**config.mk**
```make
export PLATFORM = sky130hd
export DESIGN_NAME = wb_stage
export DESIGN_NICKNAME = d
export VERILOG_FILES = /design/src/rtl/wb_pkg.sv /design/src/rtl/load_ext.sv /design/src/rtl/wb_stage.sv
export SDC_FILE = /design/constraint.sdc
export NUM_CORES = 1
export LEC_CHECK = 0
export CORE_MARGIN = 2
export CORE_UTILIZATION = 44
export CTS_CLUSTER_DIAMETER = 200
export DETAILED_ROUTE_END_ITERATION = 6
export GPL_TIMING_DRIVEN = 0
export PLACE_DENSITY = 0.82
export SLEW_MARGIN = 15
export SYNTH_ARGS = -nofsm -noshare
export SYNTH_HDL_FRONTEND = slang
export SYNTH_SLANG_ARGS = --single-unit
```
**constraint.sdc**
```tcl
create_clock -name clk -period 3.5 [get_ports clk]
set_clock_uncertainty 0.2 [all_clocks]
set_input_delay 0.35 -clock clk [delete_from_list [all_inputs] [get_ports clk]]
set_output_delay 0.35 -clock clk [all_outputs]
set_load 0.02 [all_outputs]
```
**src/rtl/wb_pkg.sv**
```systemverilog
`default_nettype none
// ============================================================================
// Module      : wb_pkg
// Description : Write-back select and load-type encodings for the W stage.
// Revision    : 1.0 - initial release
// ============================================================================
package wb_pkg;

   localparam logic [1:0] WB_ALU = 2'd0;
   localparam logic [1:0] WB_MEM = 2'd1;
   localparam logic [1:0] WB_PC8 = 2'd2;

   localparam logic [2:0] LD_W  = 3'd0;
   localparam logic [2:0] LD_B  = 3'd1;
   localparam logic [2:0] LD_BU = 3'd2;
   localparam logic [2:0] LD_H  = 3'd3;
   localparam logic [2:0] LD_HU = 3'd4;

endpackage : wb_pkg
`default_nettype wire

```
**src/rtl/load_ext.sv**
```systemverilog
`default_nettype none
// ============================================================================
// Module      : load_ext
// Description : Combinational byte/half selection and extension of a load word.
// Revision    : 1.0 - initial release
// ============================================================================
module load_ext
   import wb_pkg::*;
(
   input  logic [31:0] rdata,
   input  logic [1:0]  addr,
   input  logic [2:0]  ld_type,
   output logic [31:0] ext
);

   logic [7:0]  w_byte;
   logic [15:0] w_half;

   always_comb begin
      // Little-endian lanes: byte 0 occupies bits 7:0; halfword ignores addr[0]
      w_byte = rdata[{addr, 3'b000} +: 8];
      w_half = addr[1] ? rdata[31:16] : rdata[15:0];
      ext    = rdata;
      case (ld_type)
         LD_B:    ext = {{24{w_byte[7]}}, w_byte};
         LD_BU:   ext = {24'h000000, w_byte};
         LD_H:    ext = {{16{w_half[15]}}, w_half};
         LD_HU:   ext = {16'h0000, w_half};
         default: ext = rdata;
      endcase
   end

endmodule : load_ext
`default_nettype wire

```
**src/rtl/wb_stage.sv**
```systemverilog
`default_nettype none
// ============================================================================
// Module      : wb_stage
// Description : MIPS write-back stage: W register, one-shot RF write, bypass
//               tap and retired-instruction counter.
// Revision    : 1.0 - initial release
// ============================================================================
module wb_stage
   import wb_pkg::*;
(
   input  logic        clk,
   input  logic        reset,
   input  logic        m_valid,
   input  logic [31:0] m_pc,
   input  logic        m_reg_write,
   input  logic [4:0]  m_dst,
   input  logic [1:0]  m_wb_sel,
   input  logic [2:0]  m_ld_type,
   input  logic [31:0] m_alu_res,
   input  logic [31:0] m_mem_rdata,
   input  logic        stall,
   input  logic        flush,
   output logic [31:0] w_pc,
   output logic        w_reg_write,
   output logic [4:0]  w_dst,
   output logic [31:0] w_data,
   output logic        fwd_valid,
   output logic [4:0]  fwd_dst,
   output logic [31:0] fwd_data,
   output logic [31:0] retired
);

   logic [31:0] w_extData;
   logic [31:0] w_wbValue;

   logic        r_valid;
   logic        r_fresh;
   logic        r_regWrite;
   logic [31:0] r_pc;
   logic [4:0]  r_dst;
   logic [31:0] r_data;
   logic [31:0] r_retired;

   load_ext u_loadExt (
      .rdata   (m_mem_rdata),
      .addr    (m_alu_res[1:0]),
      .ld_type (m_ld_type),
      .ext     (w_extData)
   );

   always_comb begin
      w_wbValue = m_alu_res;
      case (m_wb_sel)
         WB_MEM:  w_wbValue = w_extData;
         WB_PC8:  w_wbValue = m_pc + 32'd8;
         default: w_wbValue = m_alu_res;
      endcase
   end

   always_ff @(posedge clk or posedge reset) begin
      if (reset) begin
         r_valid    <= 1'b0;
         r_fresh    <= 1'b0;
         r_regWrite <= 1'b0;
         r_pc       <= 32'd0;
         r_dst      <= 5'd0;
         r_data     <= 32'd0;
         r_retired  <= 32'd0;
      end else begin
         // A valid instruction retires whenever it is replaced, flush included
         if (r_valid && (flush || !stall)) begin
            r_retired <= r_retired + 32'd1;
         end
         if (flush || (!stall && !m_valid)) begin
            r_valid    <= 1'b0;
            r_fresh    <= 1'b0;
            r_regWrite <= 1'b0;
            r_pc       <= 32'd0;
            r_dst      <= 5'd0;
            r_data     <= 32'd0;
         end else if (stall) begin
            r_fresh <= 1'b0;
         end else begin
            r_valid    <= 1'b1;
            r_fresh    <= 1'b1;
            r_regWrite <= m_reg_write;
            r_pc       <= m_pc;
            r_dst      <= m_dst;
            r_data     <= w_wbValue;
         end
      end
   end

   assign w_pc        = r_pc;
   assign w_dst       = r_dst;
   assign w_data      = r_data;
   assign fwd_valid   = r_valid & r_regWrite & (r_dst != 5'd0);
   assign w_reg_write = fwd_valid & r_fresh;
   assign fwd_dst     = r_dst;
   assign fwd_data    = r_data;
   assign retired     = r_retired;

endmodule : wb_stage
`default_nettype wire

```
==> flow_summary.ini <==
[outcome]
status = finished clean

[timing]
final_min_period_over_clock_period = 0.7722
final.hold.worst_slack_ns = 0.1265
hold_viol = 0
finalCriticalPeriod_ns = 2.703
tightestPinTransition_ns = 0.6810
timing.fmax_mhz = 370.0
final_number_of_max_transition_violations = 0
setup_violations = 0
totalNegativeSetupSlack_ns = 0
timing.max_slew.rel_slack = 0.5440
unrepaired_setup_endpoints_after_global_routing = false

[die]
die_area_mm2 = 0.01484
number_of_rows_in_the_core_area = 43
design.portCount = 252
die_height_um = 121.8
die_w_um = 121.8
core_footprint_mm2 = 0.01372
effective_utilization_at_floorplan = 0.4452

[clocking]
tritoncts.num_buffers = 9
skew_pair_late_insertion_delay_ns = 0.36
clk_pin_slew_ns = 0.07
cts_max_path_buffers = 2
h-tree-depth = 3
cts_sinks = 104
ctsHoldBuffers = 0
clock_tree_from_tritoncts = done
cts.root.buffer_cell = clkbuf_16
cts_resized = 0
cts_post_setup_buffers_inserted = 0

[setup_path]
path_class = reg -> out
cp-start-kind = flip-flop
max_stage_delay_ns = 0.53
critPathRequiredTime_ns = 2.95
critPathArrivalTime_ns = 2.15
crit_path_max_fanout = 4
cp_slowest_cell = clkdlybuf4s50_1
end_kind = output pin
cp_cell_sequence = or3_1 > o311a_1 > and2_1 > clkdlybuf4s50_1

[place]
place.detailed.hpwl_um = 17480
portBuffers = 250
placed_cell_area_mm2 = 0.008869
gp_congestion = 0.9659

[global_routing]
maximum_number_of_pins_on_one_net_before_global_route_repair = 76
grt_first_pass_wirelength_um = 34700
grt_overflow = 0
grt_antenna_before_repair = 0
track_usage = 0.3100
grt_pass1_vias = 6383

[pwr]
pwr-share-seq = 0.428
powerDensity_mw_per_mm2 = 340.6
power.switching_mw = 0.9663
power.internal_mw = 2.144
vdd.ir_drop.worst_mv = 0.2377
pwr-share-comb = 0.265
fin_total_pwr_mw = 3.110
p_clk_frac = 0.307
switching_share = 0.3107
power.leakage_nw = 3.826

[synthesis]
syn-num-nets = 781
mappedNetlistArea_mm2 = 0.006108
synth_sequential_area_ratio = 0.4261
top_cells_by_instance_count_after_synthesis = dfrtp_1 (104), nand2_1 (69), nor2_1 (43)
synth_enable_flop_cells = 0
async_reset_ff_frac = 1.000
yosysWarningCount = 0
ys_ff_latch = 104
yosys_most_used_dff = dfrtp_1
yosysMostFrequentCell = dfrtp_1
synth.top_cell.area_share = 0.4261
syn_avg_cell_area_um2 = 9.186
synthTopCellsByArea = dfrtp_1 (43%), a22o_1 (5.0%), buf_4 (4.5%), xnor2_1 (4.4%), nand2_1 (4.2%)
yosys.cell_types.count = 58
synthDominantAreaCellType = dfrtp_1
post_synth_inst_count = 665

[routing]
drc = 0
vias = 6404
drtIter0Drc = 488
route.antenna.remaining_nets = 0
routed_wl_um = 22670
route.detailed.vias_per_inst = 5.769
drt-pass1-iter-count = 5
wl_per_cell_um = 20.42

[run]
cap_violations = 0

[layout]
filler_cell_count = 1148
final_design_area_no_fill_mm2 = 0.009131
synth_to_layout_area_growth_pct = 49.49
fin_nets = 1043
fin_util = 0.6656
antenna-diode-count = 0
fraction_of_layout_cells_with_a_size_suffix_above_1 = 0.07634

[worst_hold_path]
timing.hold.worst.class = in -> async
[critical path, delay by kind of cell (launching register included)]
family	cells	cell delay (ns)
flops	1	0.42
compound gates	1	0.30
buf+inv	1	0.53
simple gates	2	0.55
[cell usage in the layout (no fill, tap or decap), drive strengths merged, types with 26 or more instances in the layout]
cell type and count:
nor2 43, o21ai 54, a22o 35, clkdlybuf4s50 250
xnor2 31, nand2 69, nand3 26, clkbuf 40
dfrtp 104, buf 51
[routing by layer]
| layer | up-vias | wire length [um] | part of all wire | track usage |
|---|---|---|---|---|
| li1 | 2910 | - | - | - |
| met1 | 3084 | 8707 | 0.38 | 0.3782 |
| met2 | 356 | 11180 | 0.49 | 0.5325 |
| met3 | 54 | 1928 | 0.085 | 0.06835 |
| met4 | 0 | 847 | 0.037 | 0.1243 |
| met5 | - | 0 | 0 | 0 |
[through the flow]
stage	setup WS, ns	cells
2_1_floorplan	0.2178	665
3_3_place_gp	-1.377	1095
3_5_place_dp	0.4205	1096
4_1_cts	0.7819	1110
5_1_grt	0.6960	1110
6_report	0.7972	1110
[cells by family after synthesis]
group / synth area share
and+or+nand+nor: 0.1667
AOI/OAI and AO/OA: 0.2206
DFF: 0.4261
buffers and inverters: 0.08439
xor gates and xnor gates: 0.08029
muxes: 0.01372
adders and majority gates: 0.008194
[registers in the layout, summed over array words and instances, names as in the netlist]
name	flops
fwd_data	32
r_fresh	1
retired	32
w_pc	32
fwd_dst	5
r_regWrite	1
r_valid	1
[cell type report]
cell class | count | area (um^2) | area share
tap | 180 | 225.2 | 0.02466
timing repair buffer | 251 | 2530 | 0.2771
buffer | 79 | 451.7 | 0.04947
clock inverter | 3 | 20.02 | 0.002192
sequential | 104 | 2603 | 0.2850
clock buffer | 11 | 242.7 | 0.02658
inverter | 17 | 68.82 | 0.007536
multi-input combinational | 465 | 2990 | 0.3275
[path summary, 6_finish.rpt]
| path | startpoint | end | depth (start not counted) | slack [ns] |
|---|---|---|---|---|
| min reg2reg | w_pc[3] | w_pc[3] | 2 | 0.28 |
| min in group clk | m_pc[5] | w_pc[5] | 2 | 0.28 |
| max in group asynchronous | reset | fwd_data[27] | 3 | 2.30 |
| max reg2reg | retired[6] | retired[31] | 6 | 1.18 |
| min | reset | retired[25] | 2 | 0.13 |
| max | fwd_dst[1] | w_reg_write | 4 | 0.80 |
[power by group through the flow]
stage               Clock [mW]  Combinational, mW  Sequential (mW)
floorplan                    0              0.317             1.41
global placement             0              0.805             1.35
detailed placement           0              0.818             1.35
CTS                      0.963              0.821             1.33
global route              1.02              0.876             1.34
finish                   0.954              0.824             1.33
Power figures use the tool's default switching activity.
